`config.mk`:
```
export PLATFORM = sky130hd
export DESIGN_NAME = jstk_spi_responder
export DESIGN_NICKNAME = d
export VERILOG_FILES = /design/src/rtl/jstk_pkg.sv /design/src/rtl/spi_edge_sync.sv /design/src/rtl/jstk_spi_responder.sv
export SDC_FILE = /design/constraint.sdc
export NUM_CORES = 1
export LEC_CHECK = 0
export CORE_UTILIZATION = 50
export CTS_BUF_LIST = sky130_fd_sc_hd__clkbuf_2 sky130_fd_sc_hd__clkbuf_4 sky130_fd_sc_hd__clkbuf_8
export DETAILED_ROUTE_END_ITERATION = 10
export GPL_TIMING_DRIVEN = 0
export PLACE_DENSITY = 0.69
export SYNTH_ARGS = -nofsm -noshare
export SYNTH_HDL_FRONTEND = slang
export SYNTH_SLANG_ARGS = --single-unit
```
`constraint.sdc`:
```
create_clock -name clk -period 1.8 [get_ports clk]
set_input_delay 0.18 -clock clk [delete_from_list [all_inputs] [get_ports clk]]
set_output_delay 0.18 -clock clk [all_outputs]
set_load 0.01 [all_outputs]
```
`src/rtl/jstk_pkg.sv`:
```
// Shared types and constants for the joystick SPI responder: FSM states,
// byte-index names and the transmit byte selector.
package jstk_pkg;

  localparam int         NUM_BYTES_DEF  = 5;
  localparam logic [5:0] LED_CMD_PREFIX = 6'b100000;

  typedef enum logic [1:0] {
    IDLE  = 2'd0,
    SHIFT = 2'd1,
    OVER  = 2'd2
  } state_e;

  typedef enum logic [2:0] {
    BYTE_X_LO = 3'd0,
    BYTE_X_HI = 3'd1,
    BYTE_Y_LO = 3'd2,
    BYTE_Y_HI = 3'd3,
    BYTE_BTN  = 3'd4
  } byte_idx_e;

  // Byte returned to the master at position idx of the frame.
  function automatic logic [7:0] tx_byte(input logic [2:0] idx, input logic [9:0] x,
                                         input logic [9:0] y, input logic [2:0] btn);
    logic [7:0] b;
    case (byte_idx_e'(idx))
      BYTE_X_LO: b = x[7:0];
      BYTE_X_HI: b = {6'b000000, x[9:8]};
      BYTE_Y_LO: b = y[7:0];
      BYTE_Y_HI: b = {6'b000000, y[9:8]};
      BYTE_BTN:  b = {5'b00000, btn};
      default:   b = 8'h00;
    endcase
    return b;
  endfunction

endpackage

```
`src/rtl/spi_edge_sync.sv`:
```
// Multi-flop synchronizer for one SPI pin with registered rise/fall pulses.
// Pulses appear STAGES+1 clocks after the pin changes.
module spi_edge_sync #(
  parameter int   STAGES = 2,
  parameter logic INIT   = 1'b0
) (
  input  logic clk,
  input  logic rst,
  input  logic din,
  output logic rise,
  output logic fall
);

  logic [STAGES-1:0] chain_r;
  logic              prev_r;
  logic              rise_r;
  logic              fall_r;

  // Synchronizer chain, one-clock history and edge detection.
  always_ff @(posedge clk or negedge rst) begin
    if (!rst) begin
      chain_r <= {STAGES{INIT}};
      prev_r  <= INIT;
      rise_r  <= 1'b0;
      fall_r  <= 1'b0;
    end else begin
      chain_r <= {chain_r[STAGES-2:0], din};
      prev_r  <= chain_r[STAGES-1];
      rise_r  <= chain_r[STAGES-1] & ~prev_r;
      fall_r  <= ~chain_r[STAGES-1] & prev_r;
    end
  end

  assign rise = rise_r;
  assign fall = fall_r;

endmodule

```
`src/rtl/jstk_spi_responder.sv`:
```
// SPI mode-0 slave answering the 5-byte joystick frame with X/Y/buttons and
// capturing the LED command. Define JSTK_STATS_EN to add frame/error counters.
module jstk_spi_responder
  import jstk_pkg::*;
#(
  parameter int SYNC_STAGES = 2,
  parameter int NUM_BYTES   = NUM_BYTES_DEF,
  parameter int POS_W       = 10
) (
  input  logic             clk,
  input  logic             rst,
  input  logic             SS,
  input  logic             SCLK,
  input  logic             MOSI,
  output logic             MISO,
  input  logic [POS_W-1:0] x_pos,
  input  logic [POS_W-1:0] y_pos,
  input  logic [2:0]       buttons,
  output logic [1:0]       led_out,
  output logic             frame_done,
  output logic             frame_err
`ifdef JSTK_STATS_EN
  ,
  output logic [15:0]      frame_cnt,
  output logic [7:0]       err_cnt
`endif
);

  localparam logic [2:0] LAST_IDX = 3'(NUM_BYTES - 1);
  localparam logic [2:0] FULL_IDX = 3'(NUM_BYTES);
  localparam int         SETTLE_W = SYNC_STAGES + 3;

  logic               ss_rise_s, ss_fall_s, sclk_rise_s, sclk_fall_s;
  logic [SYNC_STAGES:0] mosi_r;
  logic               mosi_s;
  state_e             state_r, state_nx_s;
  logic               start_s, stop_s, bit_rise_s, bit_fall_s, extra_s;
  logic [SETTLE_W-1:0] settle_r;
  logic               ss_hi_r, armed_r;
  logic [POS_W-1:0]   x_snap_r, y_snap_r;
  logic [2:0]         btn_snap_r;
  logic [2:0]         byte_idx_r, bit_cnt_r;
  logic               byte_done_r, extra_r;
  logic [6:0]         rx_r, tx_r;
  logic [7:0]         rx_nx_s, tx0_s, txn_s;
  logic               miso_r, done_r, err_r;
  logic [1:0]         led_r;

  spi_edge_sync #(.STAGES(SYNC_STAGES), .INIT(1'b1)) u_ss_sync (
    .clk(clk), .rst(rst), .din(SS), .rise(ss_rise_s), .fall(ss_fall_s)
  );

  spi_edge_sync #(.STAGES(SYNC_STAGES), .INIT(1'b0)) u_sclk_sync (
    .clk(clk), .rst(rst), .din(SCLK), .rise(sclk_rise_s), .fall(sclk_fall_s)
  );

  // MOSI synchronizer, one flop deeper so it lines up with the SCLK pulses.
  always_ff @(posedge clk or negedge rst) begin
    if (!rst) mosi_r <= '0;
    else      mosi_r <= {mosi_r[SYNC_STAGES-1:0], MOSI};
  end

  assign mosi_s  = mosi_r[SYNC_STAGES];
  assign rx_nx_s = {rx_r, mosi_s};
  assign tx0_s   = tx_byte(3'd0, x_pos[9:0], y_pos[9:0], buttons);
  assign txn_s   = tx_byte(byte_idx_r, x_snap_r[9:0], y_snap_r[9:0], btn_snap_r);

  // FSM state register.
  always_ff @(posedge clk or negedge rst) begin
    if (!rst) state_r <= IDLE;
    else      state_r <= state_nx_s;
  end

  // Next state and per-cycle action decode; ss_rise has priority over SCLK.
  always_comb begin
    state_nx_s = state_r;
    start_s    = 1'b0;
    stop_s     = 1'b0;
    bit_rise_s = 1'b0;
    bit_fall_s = 1'b0;
    extra_s    = 1'b0;
    case (state_r)
      IDLE: begin
        if (ss_fall_s && armed_r) begin
          start_s    = 1'b1;
          state_nx_s = SHIFT;
        end else begin
          state_nx_s = IDLE;
        end
      end
      SHIFT: begin
        if (ss_rise_s) begin
          stop_s     = 1'b1;
          state_nx_s = IDLE;
        end else if (sclk_rise_s) begin
          bit_rise_s = 1'b1;
          if (bit_cnt_r == 3'd7 && byte_idx_r == LAST_IDX) state_nx_s = OVER;
          else                                             state_nx_s = SHIFT;
        end else if (sclk_fall_s) begin
          bit_fall_s = 1'b1;
        end else begin
          state_nx_s = SHIFT;
        end
      end
      OVER: begin
        if (ss_rise_s) begin
          stop_s     = 1'b1;
          state_nx_s = IDLE;
        end else if (sclk_rise_s) begin
          extra_s = 1'b1;
        end else begin
          state_nx_s = OVER;
        end
      end
      default: state_nx_s = IDLE;
    endcase
  end

  // SS must be seen high once the synchronizers hold real pin samples before a
  // frame may start, so a reset released mid-frame never joins that frame.
  always_ff @(posedge clk or negedge rst) begin
    if (!rst) begin
      settle_r <= '0;
      ss_hi_r  <= 1'b1;
      armed_r  <= 1'b0;
    end else begin
      settle_r <= {settle_r[SETTLE_W-2:0], 1'b1};
      if (ss_fall_s)      ss_hi_r <= 1'b0;
      else if (ss_rise_s) ss_hi_r <= 1'b1;
      armed_r <= armed_r | (settle_r[SETTLE_W-1] & ss_hi_r);
    end
  end

  // Frame datapath: snapshot, shift registers, LED capture and end-of-frame pulses.
  always_ff @(posedge clk or negedge rst) begin
    if (!rst) begin
      x_snap_r    <= '0;
      y_snap_r    <= '0;
      btn_snap_r  <= 3'b000;
      byte_idx_r  <= 3'd0;
      bit_cnt_r   <= 3'd0;
      byte_done_r <= 1'b0;
      extra_r     <= 1'b0;
      rx_r        <= 7'd0;
      tx_r        <= 7'd0;
      miso_r      <= 1'b0;
      led_r       <= 2'b00;
      done_r      <= 1'b0;
      err_r       <= 1'b0;
    end else begin
      done_r <= 1'b0;
      err_r  <= 1'b0;
      if (start_s) begin
        x_snap_r    <= x_pos;
        y_snap_r    <= y_pos;
        btn_snap_r  <= buttons;
        byte_idx_r  <= 3'd0;
        bit_cnt_r   <= 3'd0;
        byte_done_r <= 1'b0;
        extra_r     <= 1'b0;
        rx_r        <= 7'd0;
        tx_r        <= tx0_s[6:0];
        miso_r      <= tx0_s[7];
      end else if (stop_s) begin
        miso_r <= 1'b0;
        if (byte_idx_r == FULL_IDX && bit_cnt_r == 3'd0 && !extra_r) done_r <= 1'b1;
        else                                                         err_r  <= 1'b1;
      end else if (bit_rise_s) begin
        rx_r      <= rx_nx_s[6:0];
        bit_cnt_r <= bit_cnt_r + 3'd1;
        if (bit_cnt_r == 3'd7) begin
          byte_done_r <= 1'b1;
          byte_idx_r  <= byte_idx_r + 3'd1;
          if (byte_idx_r == 3'd0 && rx_nx_s[7:2] == LED_CMD_PREFIX) led_r <= rx_nx_s[1:0];
          if (byte_idx_r == LAST_IDX) miso_r <= 1'b0;
        end
      end else if (bit_fall_s) begin
        if (byte_done_r) begin
          byte_done_r <= 1'b0;
          tx_r        <= txn_s[6:0];
          miso_r      <= txn_s[7];
        end else begin
          tx_r   <= {tx_r[5:0], 1'b0};
          miso_r <= tx_r[6];
        end
      end else if (extra_s) begin
        extra_r <= 1'b1;
      end
    end
  end

  assign MISO       = miso_r;
  assign led_out    = led_r;
  assign frame_done = done_r;
  assign frame_err  = err_r;

`ifdef JSTK_STATS_EN
  logic [15:0] frame_cnt_r;
  logic [7:0]  err_cnt_r;

  // Saturating frame and error counters.
  always_ff @(posedge clk or negedge rst) begin
    if (!rst) begin
      frame_cnt_r <= 16'd0;
      err_cnt_r   <= 8'd0;
    end else begin
      if (done_r && frame_cnt_r != 16'hFFFF) frame_cnt_r <= frame_cnt_r + 16'd1;
      if (err_r && err_cnt_r != 8'hFF)       err_cnt_r   <= err_cnt_r + 8'd1;
    end
  end

  assign frame_cnt = frame_cnt_r;
  assign err_cnt   = err_cnt_r;
`else
  // Statistics counters are not built in this configuration.
`endif

endmodule

```
After elaboration in Yosys (flattened, before gate mapping)
Index checks and enable logic that the tools add are counted.
Widths: inputs -> output; s select.

operators by class
  $add $sub $neg = 2
  multiplexer cells = 61
  bitwise gates (word level) = 12
  equality and inequality tests = 17
  reductions and logical operators = 25

operator list
  operator             count
  $mux 7               8
  $pmux 8 s5           1
  $mux 1               38
  $mux 3               7
  $mux 2               6
  $ne 4x3->1 const B   3
  $reduce_and 3->1     4
  $reduce_bool 2->1    5
  $eq 3x3->1 const B   3
  $add 3x1->3 const B  2
  $eq 3x2->1 const B   2
  $eq 6x6->1 const B   1
  $logic_not 3->1      2
  $ne 2x2->1 const B   3
  $not 1->1            6
  $pmux 2 s3           1
  $and 1x1->1          5
  $logic_and 1x1->1    5
  $reduce_and 5->1     1
  $reduce_and 2->1     2
  $reduce_and 4->1     1
  $reduce_bool 4->1    1
  $eq 3x1->1 const B   1
  $ne 3x2->1 const B   1
  other kinds (8)      8

word-level totals
  register bits after elaboration = 72
  output and inout port bits = 5
  bits of input ports = 28

Logic depth before layout (Yosys ltp)
Gate-level depths: netlist (run 1).

  depth in word-level cells = 8
  gate-level depth with buffers = 7
  depth with buffers taken out = 6

Modules after synthesis
From an unflattened synthesis (run 1), not the netlist that was laid out.

unflattened totals
  cells, all modules = 299
  area total of the unflattened synthesis = 3173.0 sq um

modules (own cells, without submodules)
  module                        area each (sq um)  cells an instance  instances
  jstk_spi_responder            2889.0             285                1
  spi_edge_sync at u_ss_sync    143.9              7                  1
  spi_edge_sync at u_sclk_sync  140.1              7                  1

Least setup slack after synthesis (run 1)
Ideal clock, no wire load.

  path kind = reg2reg
  start point = register byte_idx_r[2]
  end point = register tx_r[3]
  library setup time = 0.132 ns
  path buffers = 1
  setup slack = 0.200 ns
  stages on the path, launching flop included = 8
  clock period less this slack = 1.600 ns
  arrival = 1.468 ns
  data required time = 1.668 ns
  cell sequence = dfrtp_1 > clkbuf_1 > inv_1 > ha_1 > nor2_1 > a21oi_1 > a221oi_1 > o21ai_0

between the ends
  word-level cells in the longest chain between the ends = 7
  elaborated cells on any way between the ends = 11
  classes of those cells = 4 x eq/ne; 6 x mux; 1 x reduce/logical

ends and longest elaborated chain
  item                                line                       text
  from (decl)                         jstk_spi_responder.sv:42   logic [2:0] byte_idx_r, bit_cnt_r;
  from (signal assigned)              jstk_spi_responder.sv:173  byte_idx_r <= byte_idx_r + 3'd1;
  $eq 3x3->1 (tied with other cells)  jstk_pkg.sv:26             case (byte_idx_e'(idx))
  $pmux 8 s5 *                        jstk_pkg.sv:26
  $mux 7 *                            jstk_spi_responder.sv:178  if (byte_done_r) begin
  $mux 7 *                            jstk_spi_responder.sv:177  end else if (bit_fall_s) begin
  $mux 7 *                            jstk_spi_responder.sv:168  end else if (bit_rise_s) begin
  $mux 7 *                            jstk_spi_responder.sv:164  end else if (stop_s) begin
  $mux 7 *                            jstk_spi_responder.sv:153  if (start_s) begin
  to (signal assigned)                jstk_spi_responder.sv:162  tx_r <= tx0_s[6:0];
  to (signal assigned)                jstk_spi_responder.sv:180  tx_r <= txn_s[6:0];
  to (signal assigned)                jstk_spi_responder.sv:183  tx_r <= {tx_r[5:0], 1'b0};
  to (decl)                           jstk_spi_responder.sv:44   logic [6:0] rx_r, tx_r;

Mark *: on every way between the ends. The rest lies on a longest branch, timed or not. The select of a mux whose other input is x is not followed.
A chain may end at the register's enable or synchronous reset.

Final worst setup path (run 1)
  start point = register byte_idx_r[0]
  end point = register miso_r, in the netlist MISO

between the ends
  word-level cells in the longest chain between the ends = 7
  elaborated cells on any way between the ends = 13
  classes of those cells = 5 x eq/ne; 6 x mux; 2 x reduce/logical

ends and longest elaborated chain
  item                                line                                       text
  $eq 3x3->1 (tied with other cells)  jstk_pkg.sv:26, jstk_spi_responder.sv:175
  $pmux 8 s5                          jstk_pkg.sv:26
  $mux 1                              jstk_spi_responder.sv:178
  $mux 1                              jstk_spi_responder.sv:177
  $mux 1                              jstk_spi_responder.sv:168
  $mux 1                              jstk_spi_responder.sv:164
  $mux 1                              jstk_spi_responder.sv:153
  to (signal assigned)                jstk_spi_responder.sv:163                  miso_r <= tx0_s[7];
  to (signal assigned)                jstk_spi_responder.sv:181                  miso_r <= txn_s[7];
  to (signal assigned)                jstk_spi_responder.sv:184                  miso_r <= tx_r[6];
  to (decl)                           jstk_spi_responder.sv:46                   logic miso_r, done_r, err_r;

Parallel ways exist; a longest one is shown, timed or not. The select of a mux whose other input is x is not followed.

==> out/results.txt, run 1 <==
status = complete, no violations
# fillers = 484
Design Area, Final = 3770 um^2
clock buffer depth = 2
Wirelength per Cell = 14.9 um
HPWL Detailed = 4.16 mm
die height = 80.4 um
overall routed net length = 6.37 mm
Final setup viols = 0
vias per std cell = 5.37
Mapped Nets = 343
Ys Warns = 0
clock skew = 0.00635 ns
htree depth = 3
gpl congestion = 0.869
Peak supply drop = 0.000702 V
CORE AREA = 5920 um^2
Total Routing Usage GR = 22.7%
sequence of cells on the critical path = inv_1, ha_1, buf_2, nor2_4, a21oi_4, a31oi_1, a31oi_1
fin worst setup slack = 0.128 ns
Pwr Total = 0.00430 W
Simple-Gate Fraction of Synth Area = 19.7%
Worst Hold Class = primary input to flip-flop
CP bufs+invs = 2
sequential area share after synthesis = 58.8%
TritonCTS clock tree = done
Final Hold Fails = 0
Final nets = 386
delay-heaviest family, CP = compound AO/OA/AOI/OAI gates
post-layout util = 63.7%
multi-input combinational cell area = 1220 um^2
Detailed Routing Iterations Pass 1 = 6
CTS root buffer = clkbuf_8
latest clock arrival within the worst-skew pair = 0.35 ns
area delta synth->final = 22.8%
area share of fa/ha/maj cells after synthesis = 4.89%
synthesis-stage register bit count = 72
pwr dens = 1140 nW/um^2
cell area after placement = 3480 um^2
reg2reg end = MISO$_DFFE_PN0P_
drt drc = 0
Yosys cell types = 41
max-slew violations = 0
FP Rows = 28
fin crit share = 92.9%
setup TNS = 0 ns
post-synthesis xor/xnor area fraction = 0.285%
Mapped Cells = 303
r2r worst-path depth = 7
WS Path Type = flip-flop to flip-flop
WP data required = 2.07 ns
diode count = 0
first-pass GRT wire length = 10.8 mm
Register Area = 1810 um^2
Mapped Avg Cell Area = 10.1 um^2
Post-Syn Area = 3070 um^2
Hold Startpoint = SS
initial antenna violation count = 0
# Max-Cap Violations = 0
vias in the first global route = 2270
min cycle time layout = 1.67 ns
PortBufs = 32
Clock Sinks = 72
antenna-violating nets left = 0
pin count of the biggest net entering global routing = 73
r2r startpoint = byte_idx_r[0]$_DFFE_PN0P_
Max Clk Rate = 598 MHz
worst-margin pin slew = 0.897 ns
most common cell after layout, fill and taps aside = nand2_1
starting density of the core = 51.9%
Post-synth EDFFs = 0
unrepaired setup endpoints after global routing = yes
critical path arrival = 1.94 ns
CP Max Fanout = 9
DP Worst Slack = -0.130 ns
Most used DFF post-synth = dfrtp_1
Pleak = 1.71 nW
Slew HR = 40.2%
layout cells sized above 1 = 13.1%
ys async rst share = 100%
DIE AREA = 6460 um^2
Vias = 2289
R2R setup slack = 0.13 ns
1st-iter DRT viols = 150
gr ovfl total = 0
Synth Area in Compound Gates = 11.8%
mux cell area share after synthesis = 1.10%
Worst path max stage delay = 0.42 ns
hold path depth = 1
largest family of logic cells by synthesized area = simple AND/OR/NAND/NOR gates
CP startpoint kind = flip-flop
slowest cell on the critical path = dfrtp_1
die width = 80.4 um
Most common cell on crit path = a31oi_1
Num CTS Buffers = 9
Hold Crit Endpoint = u_ss_sync.chain_r[0]$_DFF_PN1_
Clock transition at path regs = 0.08 ns
commonest non-fill, non-tap cells in the layout = nand2_1 (85), dfrtp_1 (68), clkdlybuf4s50_1 (31)
io pins = 33
CP endpoint kind = flip-flop
==> area by class of cell <==
cell class / instances / share of cell area (%)
sequential: 72 / 47.9
multi-input combinational: 206 / 32.4
timing repair buffer: 33 / 8.69
clock buffer: 9 / 3.28
tap: 75 / 2.49
buffer: 14 / 2.19
clock inverter: 7 / 2.09
inverter: 10 / 0.995
==> worst max-delay path by stage <==
stage | startpoint | endpoint | slack (ns) | cells after the start
after CTS | state_r[0]$_DFFE_PN0P_ | tx_r[3]$_DFFE_PN0P_ | 0.04 | 6
after global placement | rst | bit_cnt_r[1]$_DFFE_PN0P_ | -1.87 | 1
final | byte_idx_r[0]$_DFFE_PN0P_ | MISO$_DFFE_PN0P_ | 0.13 | 7
after detailed placement | byte_idx_r[2]$_DFFE_PN0P_ | tx_r[4]$_DFFE_PN0P_ | -0.13 | 7
after global routing | state_r[0]$_DFFE_PN0P_ | x_snap_r[7]$_DFFE_PN0P_ | 0.009 | 6
after floorplan | byte_idx_r[2]$_DFFE_PN0P_ | tx_r[3]$_DFFE_PN0P_ | 0.20 | 7
==> repair_timing <==
item                                   4_1_cts  5_1_grt
hold buffers                                 1        0
resized for setup                            3       26
buffers inserted                             0        0
endpoints found under the hold margin       68        0
setup endpoints to repair                    7       41
gates cloned                                 0        0
==> synth_stat cells, types with 3 or more instances <==
library cell   n  area share, %
ha_1          12            4.9
nand2_1       86             11
nand4_1        4           0.81
a221oi_1       4            1.1
a22o_1         5            1.4
a21oi_1       16            2.6
dfstp_2        4            3.4
dfrtp_1       68             55
inv_1         10            1.2
nor2b_1        6            1.2
nor2_1        10            1.2
o21ai_0       12            2.0
mux2_2         3            1.1
buf_2          7            1.1
clkbuf_1       8           0.98
nand3_1       17            2.8
==> metal layers <==
| layer | up-vias | share of wire (%) | track usage (%) |
|---|---|---|---|
| li1 | 1120 | - | - |
| met1 | 1113 | 46 | 29.1 |
| met2 | 50 | 48 | 36.8 |
| met3 | 6 | 5.2 | 6.70 |
| met4 | 0 | 0.93 | 7.32 |
| met5 | - | 0 | 0 |
==> per-stage QoR <==
| step | cells | hold WS [ns] |
|---|---|---|
| 2_1_floorplan | 303 | -0.116 |
| 3_3_place_gp | 410 | 0.332 |
| 3_5_place_dp | 410 | 0.338 |
| 4_1_cts | 427 | 0.225 |
| 5_1_grt | 426 | 0.218 |
| 6_report | 426 | 0.233 |
==> report_power, final <==
| group | internal (W) | switching, W |
|---|---|---|
| combinational | 0.000369 | 0.000421 |
| clock | 0.000651 | 0.000661 |
| sequential | 0.00198 | 0.000223 |
| total | 0.00300 | 0.00131 |
==> sequential cells by signal (all words and copies together), names as in the netlist, 2 cells and up <==
| name | cells |
|---|---|
| mosi_r | 3 |
| btn_snap_r | 3 |
| x_snap_r | 10 |
| byte_idx_r | 3 |
| y_snap_r | 10 |
| bit_cnt_r | 3 |
| u_sclk_sync.chain_r | 2 |
| tx_r | 7 |
| settle_r | 5 |
| u_ss_sync.chain_r | 2 |
| led_out | 2 |
| rx_r | 7 |
| state_r | 2 |
==> cells by family after synthesis <==
| group | Yosys count |
|---|---|
| buffers and inverters | 25 |
| flip-flops | 72 |
| multiplexers | 3 |
| AO/OA/AOI/OAI | 54 |
| adder cells (fa/ha/maj) | 12 |
| other | 1 |
| XOR/XNOR | 1 |
| AND/OR/NAND/NOR | 135 |
(Power assumes the default switching activity.)
==> run 2: changes to the inputs <==
- CTS_BUF_LIST: sky130_fd_sc_hd__clkbuf_2 sky130_fd_sc_hd__clkbuf_4 sky130_fd_sc_hd__clkbuf_8 -> default
==> results of run 2 <==
The final DEF is identical to that of run 1; final timing and power are the same.
==> run 3: changes to the inputs <==
- CORE_UTILIZATION: 50 -> 56
- PLACE_DENSITY: 0.69 -> 0.76
==> out/results.txt, run 3 (synthesis results as in run 1) <==
hold path depth = 1 (unchanged)
starting density of the core = 59.0% (+7.1 points)
htree depth = 3 (unchanged)
R2R setup slack = 0.09 ns (-0.04 ns)
vias per std cell = 5.67 (+5.5%)
r2r startpoint = state_r[1]$_DFFE_PN0P_
sequence of cells on the critical path = inv_1, ha_2, and4b_2, nand3_1, mux2_2, o31ai_2
die width = 76.1 um (-5.4%)
CP startpoint kind = flip-flop
Final setup viols = 0 (unchanged)
Hold Startpoint = SS
Peak supply drop = 0.000702 V (about the same)
slowest cell on the critical path = dfrtp_1
Wirelength per Cell = 15.5 um (+3.5%)
clock skew = 0.0122 ns (+0.00581 ns)
WP data required = 2.06 ns (about the same)
Final nets = 387 (+0.26%)
latest clock arrival within the worst-skew pair = 0.35 ns (about the same)
area delta synth->final = 21.4%
layout cells sized above 1 = 12.8% (-0.32 points)
pwr dens = 1120 nW/um^2 (-1.8%)
Clock transition at path regs = 0.07 ns (about the same)
Pleak = 1.71 nW (+0.24%)
DP Worst Slack = -0.100 ns (+0.0298 ns)
TritonCTS clock tree = done
first-pass GRT wire length = 11.3 mm (+4.1%)
worst-margin pin slew = 0.880 ns (-0.0171 ns)
diode count = 0 (unchanged)
pin count of the biggest net entering global routing = 73 (unchanged)
Max Clk Rate = 584 MHz (-2.3%)
Num CTS Buffers = 9 (unchanged)
PortBufs = 32 (unchanged)
io pins = 33 (unchanged)
vias in the first global route = 2370 (+4.4%)
most common cell after layout, fill and taps aside = nand2_1
delay-heaviest family, CP = flip-flops
max-slew violations = 0 (unchanged)
overall routed net length = 6.53 mm (+2.5%)
setup TNS = 0 ns (unchanged)
fin worst setup slack = 0.0883 ns (-0.0397 ns)
HPWL Detailed = 4.26 mm (+2.3%)
1st-iter DRT viols = 228 (+52%)
CORE AREA = 5200 um^2 (-12%)
Detailed Routing Iterations Pass 1 = 4 (-2)
antenna-violating nets left = 0 (unchanged)
min cycle time layout = 1.71 ns (+0.0397 ns)
critical path arrival = 1.98 ns (+0.04 ns)
FP Rows = 26 (-7.1%)
gpl congestion = 0.825 (-5.1%)
WS Path Type = flip-flop to flip-flop
Worst path max stage delay = 0.42 ns (about the same)
DIE AREA = 5790 um^2 (-10%)
CP bufs+invs = 1 (-1)
commonest non-fill, non-tap cells in the layout = nand2_1 (86), dfrtp_1 (68), clkdlybuf4s50_1 (31)
# Max-Cap Violations = 0 (unchanged)
Top Registers = x_snap_r x10, y_snap_r x10
gr ovfl total = 0 (unchanged)
Final Hold Fails = 0 (unchanged)
critical path startpoint = state_r[1]$_DFFE_PN0P_
drt drc = 0 (unchanged)
status = complete, no violations
CTS root buffer = clkbuf_8
Worst Hold Class = primary input to flip-flop
clock buffer depth = 2 (unchanged)
Hold Crit Endpoint = u_ss_sync.chain_r[0]$_DFF_PN1_
reg2reg end = state_r[1]$_DFFE_PN0P_
Vias = 2392 (+4.5%)
die height = 76.1 um (-5.4%)
Slew HR = 41.3% (+1.1 points)
CP endpoint kind = flip-flop
initial antenna violation count = 0 (unchanged)
CP Max Fanout = 5 (-4)
Total Routing Usage GR = 25.7% (+2.9 points)
Hold Slack = 0.235 ns (+0.00240 ns)
r2r worst-path depth = 6 (-1)
fin crit share = 95.1% (+2.2 points)
Clock Sinks = 72 (unchanged)
[run 3: worst max-delay path by stage]
stage / to / slack [ns] / cells after the start
after CTS: tx_r[3]$_DFFE_PN0P_ / 0.02 / 6
after global placement: y_snap_r[1]$_DFFE_PN0P_ / -1.82 / 1
after floorplan: tx_r[3]$_DFFE_PN0P_ / 0.20 / 7
after detailed placement: tx_r[3]$_DFFE_PN0P_ / -0.10 / 7
after global routing: state_r[1]$_DFFE_PN0P_ / -0.006 / 6
final: state_r[1]$_DFFE_PN0P_ / 0.09 / 6
[run 3: metrics by stage]
step,cells,cell area (um^2),util (%),power (W)
4_1_cts,422,3670,70.6,0.00416
3_3_place_gp,405,3480,66.9,0.00295
6_report,422,3730,71.7,0.00417
2_1_floorplan,303,3070,-,0.00269
5_1_grt,422,3730,71.7,0.00445
3_5_place_dp,405,3480,66.8,0.00300
[run 3: repair_timing]
| action | in CTS | in global routing |
|---|---|---|
| setup endpoints to repair | 10 | 38 |
| hold buffers | 1 | 0 |
| endpoints found under the hold margin | 68 | 0 |
| resized for setup | 3 | 24 |
| setup buffers | 0 | 1 |
[run 3: layer usage]
layer | track usage, % | vias to the layer above | routed length [um]
li1 | - | 1127 | -
met5 | 0 | - | 0
met3 | 8.74 | 13 | 351
met2 | 39.8 | 69 | 3210
met1 | 33.9 | 1183 | 2850
met4 | 8.85 | 0 | 119
[run 3: cell type report]
cell class                 count  area (um^2)
fill                         396         1480
tap                           70         87.6
timing repair buffer          34          335
sequential                    72         1810
buffer                        14         81.3
multi-input combinational    206         1200
clock buffer                  16          180
inverter                      10         37.5
[run 3: worst reg2reg max path, stage by stage, from the launching register on]
cell	delay (ns)
dfrtp_1	0.42
inv_1	0.10
ha_2	0.23
and4b_2	0.29
nand3_1	0.13
mux2_2	0.30
o31ai_2	0.16
[run 3: power breakdown]
group          switching [W]  internal, W  total (W)
clock               0.000546     0.000617    0.00116
combinational       0.000439     0.000371   0.000810
sequential          0.000222      0.00198    0.00220
total                0.00121      0.00297    0.00417
